`src/rtl/thermal_fb_if.sv`:
```
// Sensor write channel into the thermal framebuffer scheduler.
// Signal names follow the scheduler's point of view: i_* flow in, o_* flow out.
interface thermal_fb_if #(
    parameter int unsigned p_addr_width = 10,
    parameter int unsigned p_data_width = 16
);
    logic                    i_wr_valid;
    logic [p_addr_width-1:0] i_wr_addr;
    logic [p_data_width-1:0] i_wr_data;
    logic                    o_wr_ready;

    modport master (output i_wr_valid, i_wr_addr, i_wr_data, input  o_wr_ready);
    modport slave  (input  i_wr_valid, i_wr_addr, i_wr_data, output o_wr_ready);
endinterface

```
`src/rtl/thermal_fb_scheduler.sv`:
```
// Arbitrates the single-port thermal framebuffer between sensor writes and
// per-row-band fetches into a ping-pong line buffer for integer upscaling.
module thermal_fb_scheduler #(
    parameter int unsigned p_src_width   = 32,
    parameter int unsigned p_src_height  = 24,
    parameter int unsigned p_scale       = 20,
    parameter int unsigned p_addr_width  = 10,
    parameter int unsigned p_data_width  = 16,
    parameter int unsigned p_count_width = 16
) (
    input  logic                            i_clk_pixel,
    input  logic                            i_rst,
    input  logic                            i_line,
    input  logic signed [p_count_width-1:0] i_y_pos,
    thermal_fb_if.slave                     wr,
    output logic                            o_mem_en,
    output logic                            o_mem_we,
    output logic [p_addr_width-1:0]         o_mem_addr,
    output logic [p_data_width-1:0]         o_mem_wdata,
    input  logic [p_data_width-1:0]         i_mem_rdata,
    output logic                            o_lb_we,
    output logic [$clog2(p_src_width):0]    o_lb_addr,
    output logic [p_data_width-1:0]         o_lb_wdata,
    output logic                            o_rd_bank,
    output logic                            o_overrun
);
    localparam int unsigned aw     = p_addr_width;
    localparam int unsigned dw     = p_data_width;
    localparam int unsigned cw     = p_count_width;
    localparam int unsigned idx_w  = $clog2(p_src_width);
    localparam int unsigned row_w  = (p_src_height > 1) ? $clog2(p_src_height) : 1;
    localparam int unsigned sub_w  = (p_scale > 1) ? $clog2(p_scale) : 1;
    localparam logic signed [cw-1:0] y_adv_last  = cw'(p_src_height * p_scale - 2);
    localparam logic signed [cw-1:0] y_disp_last = cw'(p_src_height * p_scale - 1);

    typedef enum logic [1:0] {st_idle, st_fetch, st_drain} state_t;

    state_t             state_q, state_d;
    logic [idx_w-1:0]   idx_q, idx_d, idx_nxt;
    logic               pend_q, pend_d;
    logic [row_w-1:0]   row_q, row_d;
    logic [sub_w-1:0]   sub_q, sub_d;
    logic [aw-1:0]      base_q, base_d;
    logic [aw-1:0]      fetch_base_q, fetch_base_d;
    logic               fetch_bank_q, fetch_bank_d;
    logic               mem_en_q, mem_en_d, mem_we_q, mem_we_d;
    logic [aw-1:0]      mem_addr_q, mem_addr_d;
    logic [dw-1:0]      mem_wdata_q, mem_wdata_d;
    logic               lb_we_q, lb_we_d;
    logic [idx_w:0]     lb_addr_q, lb_addr_d;
    logic               rd_bank_q, rd_bank_d;
    logic               overrun_q, overrun_d;
    logic               wr_ready_q, wr_ready_d;
    logic               trig, accept;
    logic               line_first, line_adv, line_disp;

    // Line classification from the signed y position
    assign line_first = i_line && (&i_y_pos);
    assign line_adv   = i_line && !i_y_pos[cw-1] && (i_y_pos <= y_adv_last);
    assign line_disp  = i_line && !i_y_pos[cw-1] && (i_y_pos <= y_disp_last);
    assign idx_nxt    = idx_q + idx_w'(1);

    always_ff @(posedge i_clk_pixel) begin
        if (i_rst) begin
            state_q      <= st_idle;
            idx_q        <= '0;
            pend_q       <= 1'b0;
            row_q        <= '0;
            sub_q        <= '0;
            base_q       <= '0;
            fetch_base_q <= '0;
            fetch_bank_q <= 1'b0;
            mem_en_q     <= 1'b0;
            mem_we_q     <= 1'b0;
            mem_addr_q   <= '0;
            mem_wdata_q  <= '0;
            lb_we_q      <= 1'b0;
            lb_addr_q    <= '0;
            rd_bank_q    <= 1'b0;
            overrun_q    <= 1'b0;
            wr_ready_q   <= 1'b1;
        end else begin
            state_q      <= state_d;
            idx_q        <= idx_d;
            pend_q       <= pend_d;
            row_q        <= row_d;
            sub_q        <= sub_d;
            base_q       <= base_d;
            fetch_base_q <= fetch_base_d;
            fetch_bank_q <= fetch_bank_d;
            mem_en_q     <= mem_en_d;
            mem_we_q     <= mem_we_d;
            mem_addr_q   <= mem_addr_d;
            mem_wdata_q  <= mem_wdata_d;
            lb_we_q      <= lb_we_d;
            lb_addr_q    <= lb_addr_d;
            rd_bank_q    <= rd_bank_d;
            overrun_q    <= overrun_d;
            wr_ready_q   <= wr_ready_d;
        end
    end

    always_comb begin
        state_d      = state_q;
        idx_d        = idx_q;
        pend_d       = pend_q;
        row_d        = row_q;
        sub_d        = sub_q;
        base_d       = base_q;
        fetch_base_d = fetch_base_q;
        fetch_bank_d = fetch_bank_q;
        mem_en_d     = 1'b0;
        mem_we_d     = 1'b0;
        mem_addr_d   = mem_addr_q;
        mem_wdata_d  = mem_wdata_q;
        lb_we_d      = (state_q == st_fetch);
        lb_addr_d    = (state_q == st_fetch) ? {fetch_bank_q, idx_q} : lb_addr_q;
        rd_bank_d    = rd_bank_q;
        overrun_d    = overrun_q;
        trig         = 1'b0;
        accept       = wr.i_wr_valid && wr_ready_q;

        // Row band tracking; the base is accumulated so no multiplier is needed
        if (line_first) begin
            row_d  = '0;
            sub_d  = '0;
            base_d = '0;
            trig   = 1'b1;
        end else if (line_adv) begin
            if (sub_q == sub_w'(p_scale - 1)) begin
                sub_d  = '0;
                row_d  = row_q + row_w'(1);
                base_d = base_q + aw'(p_src_width);
                trig   = 1'b1;
            end else begin
                sub_d = sub_q + sub_w'(1);
            end
        end
        if (line_disp) rd_bank_d = row_q[0];

        unique case (state_q)
            st_idle: begin
                if (pend_q || (trig && !accept)) begin
                    if (pend_q && trig) overrun_d = 1'b1;
                    fetch_base_d = pend_q ? fetch_base_q : base_d;
                    fetch_bank_d = pend_q ? fetch_bank_q : row_d[0];
                    state_d      = st_fetch;
                    idx_d        = '0;
                    pend_d       = 1'b0;
                    mem_en_d     = 1'b1;
                    mem_addr_d   = fetch_base_d;
                end else if (accept) begin
                    mem_en_d    = 1'b1;
                    mem_we_d    = 1'b1;
                    mem_addr_d  = wr.i_wr_addr;
                    mem_wdata_d = wr.i_wr_data;
                    // Write wins the port this cycle; the fetch follows next cycle
                    if (trig) begin
                        pend_d       = 1'b1;
                        fetch_base_d = base_d;
                        fetch_bank_d = row_d[0];
                    end
                end
            end
            st_fetch: begin
                if (trig) overrun_d = 1'b1;
                if (idx_q == idx_w'(p_src_width - 1)) begin
                    state_d = st_drain;
                end else begin
                    idx_d      = idx_nxt;
                    mem_en_d   = 1'b1;
                    mem_addr_d = fetch_base_q + aw'(idx_nxt);
                end
            end
            st_drain: begin
                if (trig) overrun_d = 1'b1;
                state_d = st_idle;
            end
            default: state_d = st_idle;
        endcase

        wr_ready_d = (state_d == st_idle) && !pend_d;
    end

    assign wr.o_wr_ready = wr_ready_q;
    assign o_mem_en      = mem_en_q;
    assign o_mem_we      = mem_we_q;
    assign o_mem_addr    = mem_addr_q;
    assign o_mem_wdata   = mem_wdata_q;
    assign o_lb_we       = lb_we_q;
    assign o_lb_addr     = lb_addr_q;
    assign o_lb_wdata    = i_mem_rdata;
    assign o_rd_bank     = rd_bank_q;
    assign o_overrun     = overrun_q;
endmodule

```
`src/flat_wrapper.sv`:
```
// flat-port wrapper written by rule: the top's interface ports become plain ports
module thermal_fb_scheduler_flat 
#(
    parameter int unsigned p_src_width   = 32,
    parameter int unsigned p_src_height  = 24,
    parameter int unsigned p_scale       = 20,
    parameter int unsigned p_addr_width  = 10,
    parameter int unsigned p_data_width  = 16,
    parameter int unsigned p_count_width = 16
)
  (i_clk_pixel, i_rst, i_line, i_y_pos, o_mem_en, o_mem_we, o_mem_addr, o_mem_wdata, i_mem_rdata, o_lb_we, o_lb_addr, o_lb_wdata, o_rd_bank, o_overrun, wr_i_wr_valid, wr_i_wr_addr, wr_i_wr_data, wr_o_wr_ready);
  thermal_fb_if #(.p_addr_width(p_addr_width), .p_data_width(p_data_width)) wr_i ();
  input  logic i_clk_pixel;
  input  logic i_rst;
  input  logic i_line;
  input  logic signed [p_count_width-1:0] i_y_pos;
  output logic o_mem_en;
  output logic o_mem_we;
  output logic [p_addr_width-1:0] o_mem_addr;
  output logic [p_data_width-1:0] o_mem_wdata;
  input  logic [p_data_width-1:0] i_mem_rdata;
  output logic o_lb_we;
  output logic [$clog2(p_src_width):0] o_lb_addr;
  output logic [p_data_width-1:0] o_lb_wdata;
  output logic o_rd_bank;
  output logic o_overrun;
  input wire logic [$bits(wr_i.i_wr_valid)-1:0] wr_i_wr_valid;
  input wire logic [$bits(wr_i.i_wr_addr)-1:0] wr_i_wr_addr;
  input wire logic [$bits(wr_i.i_wr_data)-1:0] wr_i_wr_data;
  output wire logic [$bits(wr_i.o_wr_ready)-1:0] wr_o_wr_ready;
  assign wr_i.i_wr_valid = wr_i_wr_valid;
  assign wr_i.i_wr_addr = wr_i_wr_addr;
  assign wr_i.i_wr_data = wr_i_wr_data;
  assign wr_o_wr_ready = wr_i.o_wr_ready;
  thermal_fb_scheduler #(.p_src_width(p_src_width), .p_src_height(p_src_height), .p_scale(p_scale), .p_addr_width(p_addr_width), .p_data_width(p_data_width), .p_count_width(p_count_width)) u_core (.i_clk_pixel(i_clk_pixel), .i_rst(i_rst), .i_line(i_line), .i_y_pos(i_y_pos), .wr(wr_i), .o_mem_en(o_mem_en), .o_mem_we(o_mem_we), .o_mem_addr(o_mem_addr), .o_mem_wdata(o_mem_wdata), .i_mem_rdata(i_mem_rdata), .o_lb_we(o_lb_we), .o_lb_addr(o_lb_addr), .o_lb_wdata(o_lb_wdata), .o_rd_bank(o_rd_bank), .o_overrun(o_overrun));
endmodule
```
`config.mk`:
```
export PLATFORM = sky130hd
export DESIGN_NAME = thermal_fb_scheduler_flat
export DESIGN_NICKNAME = d
export VERILOG_FILES = /design/src/rtl/thermal_fb_if.sv /design/src/rtl/thermal_fb_scheduler.sv /design/src/flat_wrapper.sv
export SDC_FILE = /design/constraint.sdc
export NUM_CORES = 1
export LEC_CHECK = 0
export CAP_MARGIN = 10
export CORE_ASPECT_RATIO = 0.75
export CORE_MARGIN = 10
export CORE_UTILIZATION = 52
export CTS_BUF_LIST = sky130_fd_sc_hd__clkbuf_8
export CTS_CLUSTER_DIAMETER = 200
export DETAILED_ROUTE_END_ITERATION = 8
export PLACE_DENSITY = 0.91
export SETUP_SLACK_MARGIN = 0.3
export SLEW_MARGIN = 30
export SYNTH_ARGS = -nofsm -noshare
export SYNTH_HDL_FRONTEND = slang
export SYNTH_SLANG_ARGS = --single-unit
```
`constraint.sdc`:
```
create_clock -name i_clk_pixel -period 5.79 [get_ports i_clk_pixel]
set_input_delay 1.158 -clock i_clk_pixel [delete_from_list [all_inputs] [get_ports i_clk_pixel]]
set_output_delay 1.158 -clock i_clk_pixel [all_outputs]
set_load 0.005 [all_outputs]
```
==> flow_metrics.env <==
export IMPL_chipHeight_um=92.74
export IMPL_via_per_inst=5.732
export IMPL_wl_per_cell_um=16.62
export IMPL_dr_pass1_iters=5
export IMPL_crit_arrival_ns=3.55
export IMPL_grtUsageTotal_pct=18.11
export IMPL_relSlewSlack_pct=37.41
export IMPL_worstReg2RegEnd="u_core.o_mem_addr[8]"
export IMPL_async_flop_share_pct=0
export IMPL_io_pins=116
export IMPL_htreeDepth=3
export IMPL_hold_path_class="reg -> reg"
export IMPL_area_delta_synth_final_pct=25.00
export IMPL_ys_types=58
export IMPL_synth_flop_cell="dfxtp_1"
export IMPL_yosysSeqAreaShare_pct=39.84
export IMPL_die_x_um=117.0
export IMPL_finalMaxSlewViolations=0
export IMPL_drtIter0Drc=232
export IMPL_gp_congestion=0.9566
export IMPL_cts_hold_buf=0
export IMPL_cp_required_ns=6.07
export IMPL_clock_fmax_ghz=0.3061
export IMPL_grt_max_degree=52
export IMPL_ys_warn_count=0
export IMPL_hpwl_um=7240
export IMPL_ys_ff_latch=73
export IMPL_rsz0062_at_grt="no"
export IMPL_drive_gt1_share_pct=6.212
export IMPL_fp_row_count=26
export IMPL_grt_overflow=0
export IMPL_antenna_found_initial=0
export IMPL_port_buffers=83
export IMPL_cp_start_kind="input pin"
export IMPL_hold_end="u_core.o_mem_wdata[1]"
export IMPL_finalCritPeriodShare_pct=56.43
export IMPL_drv_cap=0
export IMPL_grt_pass1_vias=3239
export IMPL_clockRootBuffer="clkbuf_8"
export IMPL_total_power_w=0.0009753
export IMPL_reg2reg_from="u_core.idx_q[0]"
export IMPL_p_leak_nw=1.720
export IMPL_drtAntennaViolNets=0
export IMPL_synth_edff_count=0
export IMPL_grt_pass1_wl_um=16020
export IMPL_crit_fanout=12
export IMPL_cts_resized=0
export IMPL_layout_nets=568
export IMPL_numCtsBuffers=9
export IMPL_syn_area_per_cell_um2=8.376
export IMPL_reg2reg_depth=10
export IMPL_clock_sinks=73
export IMPL_finalClockSkew_ns=0.008452
export IMPL_path_class="in -> reg"
export IMPL_fillers=580
export IMPL_p_per_area_nw_per_um2=212.7
export IMPL_start_util_pct=53.70
export IMPL_hold_start="u_core.o_mem_wdata[1]"
export IMPL_dieArea_um2=10850
export IMPL_whs_ns=0.4584
export IMPL_post_cts_buffers=0
export IMPL_hold_depth=2
export IMPL_coreArea_um2=6832
export IMPL_synthCells=438
export IMPL_finalSetupViolCount=0
export IMPL_status="finished clean"
export IMPL_vias=3342
export IMPL_wl_um=9687
export IMPL_fin_crit_ns=3.267
export IMPL_antennaDiodeCount=0
export IMPL_setup_tns_ns=0
export IMPL_hold_viol_final=0
export IMPL_max_vdd_ir_drop_mv=0.1624
export IMPL_cts_tree="done"
export IMPL_ff2ff_setup_slack_ns=3.15
export IMPL_insertion_delay_ns=0.35
export IMPL_netlist_area_um2=3669
export IMPL_drc_errors=0
export IMPL_path_clk_slew_ns=0.08
export IMPL_end_kind="flip-flop"
export IMPL_synth_nets=512
export IMPL_tightest_slew_ns=0.9287
export IMPL_cts_path_max_buffers=2
[worst max-delay path by stage]
stage | slack [ns] | from | to | cells after the start
floorplan | 2.98 | i_y_pos[8] | u_core.o_mem_addr[7] | 7
global placement | 2.27 | i_y_pos[8] | u_core.fetch_base_q[9] | 7
detailed placement | 2.18 | i_y_pos[8] | u_core.fetch_base_q[9] | 7
CTS | 2.57 | i_y_pos[8] | u_core.fetch_base_q[9] | 7
global route | 2.37 | i_y_pos[15] | u_core.fetch_base_q[9] | 7
finish | 2.52 | i_y_pos[8] | u_core.fetch_base_q[9] | 7
[Yosys cell counts, drive strengths merged (11+ instances only)]
master	n	area share, %
buf	20	3.9
nand2	61	6.3
ha	11	3.8
nor2	35	3.6
a21oi	43	6.1
and2	11	1.9
inv	12	1.2
dfxtp	73	40
xor2	11	2.6
clkbuf	20	2.0
nand3	20	2.7
xnor2	11	2.6
o21ai	15	2.0
[stage by stage]
step | utilization [%] | cells | setup slack, ns | instance area [um2]
final | 67.12 | 583 | 2.523 | 4586
after global routing | 67.12 | 583 | 2.366 | 4586
after CTS | 67.12 | 583 | 2.566 | 4586
after detailed placement | 64.45 | 567 | 2.181 | 4403
after global placement | 64.41 | 567 | 2.265 | 4400
after floorplan | - | 438 | 2.980 | 3669
[logic make-up after synthesis]
logic type / Yosys count / share of synthesized area [%]
fa+ha+maj: 12 / 4.297
xor+xnor: 22 / 5.252
buf+inv: 52 / 7.196
flops: 73 / 39.84
compound gates: 102 / 18.79
mux: 9 / 2.490
simple gates: 168 / 22.14
[sequential cells by signal (all words and copies together), names as in the netlist]
name,count
u_core.o_mem_we,1
u_core.o_overrun,1
u_core.o_lb_we,1
u_core.wr.o_wr_ready,1
u_core.state_q,2
u_core.fetch_bank_q,1
u_core.fetch_base_q,10
u_core.o_lb_addr,6
u_core.row_q,1
u_core.idx_q,5
u_core.o_mem_wdata,16
u_core.o_mem_en,1
u_core.o_rd_bank,1
u_core.sub_q,5
u_core.base_q,10
u_core.o_mem_addr,10
u_core.pend_q,1
[report_power, final]
part	internal, W	switching (W)
Clock	0.000176	0.000186
Combinational	0.0000567	0.0000375
Sequential	0.000513	0.00000566
Total	0.000746	0.000229
[per-layer routing]
metal	up-vias	routed length (um)	track usage (%)
met5	-	0	0
met4	0	130	4.415
met3	13	1031	7.350
met2	160	4371	28.19
met1	1537	4153	22.78
li1	1632	-	-
[placed cells by master, fill, tap and decap left out, types with 4 or more instances in the layout]
| master | synthesis | routed |
|---|---|---|
| o21ai_0 | 15 | 15 |
| and2_1 | 11 | 11 |
| xor2_1 | 11 | 11 |
| clkdlybuf4s50_1 | 0 | 83 |
| nor3_1 | 6 | 6 |
| nor2_1 | 35 | 34 |
| clkbuf_8 | 0 | 11 |
| nand3_1 | 20 | 20 |
| nor2b_1 | 7 | 7 |
| a22o_1 | 6 | 6 |
| dfxtp_1 | 73 | 73 |
| inv_1 | 12 | 13 |
| o31ai_1 | 4 | 4 |
| xnor2_1 | 11 | 11 |
| mux2i_1 | 8 | 8 |
| or3_1 | 5 | 5 |
| a21oi_1 | 41 | 41 |
| a22oi_1 | 4 | 4 |
| ha_1 | 11 | 11 |
| nand2_1 | 60 | 60 |
| a311oi_1 | 6 | 6 |
| nand4_1 | 7 | 7 |
[cell type report]
| cell class | count | area, um2 | share of cell area [%] |
|---|---|---|---|
| clock buffer | 11 | 151.4 | 3.301 |
| clock inverter | 5 | 31.28 | 0.6821 |
| inverter | 12 | 45.04 | 0.9823 |
| multi-input combinational | 313 | 1946 | 42.43 |
| sequential | 73 | 1461 | 31.87 |
| tap | 84 | 105.1 | 2.292 |
| timing repair buffer | 85 | 845.8 | 18.44 |
[worst max-delay path: stages]
cell,delay [ns]
clkdlybuf4s50_1,0.49
nand4_2,0.18
or3_4,0.45
o22ai_4,0.33
nand2_1,0.34
or3b_1,0.45
a21oi_1,0.14
No activity file was read; power rests on OpenSTA's default activity.
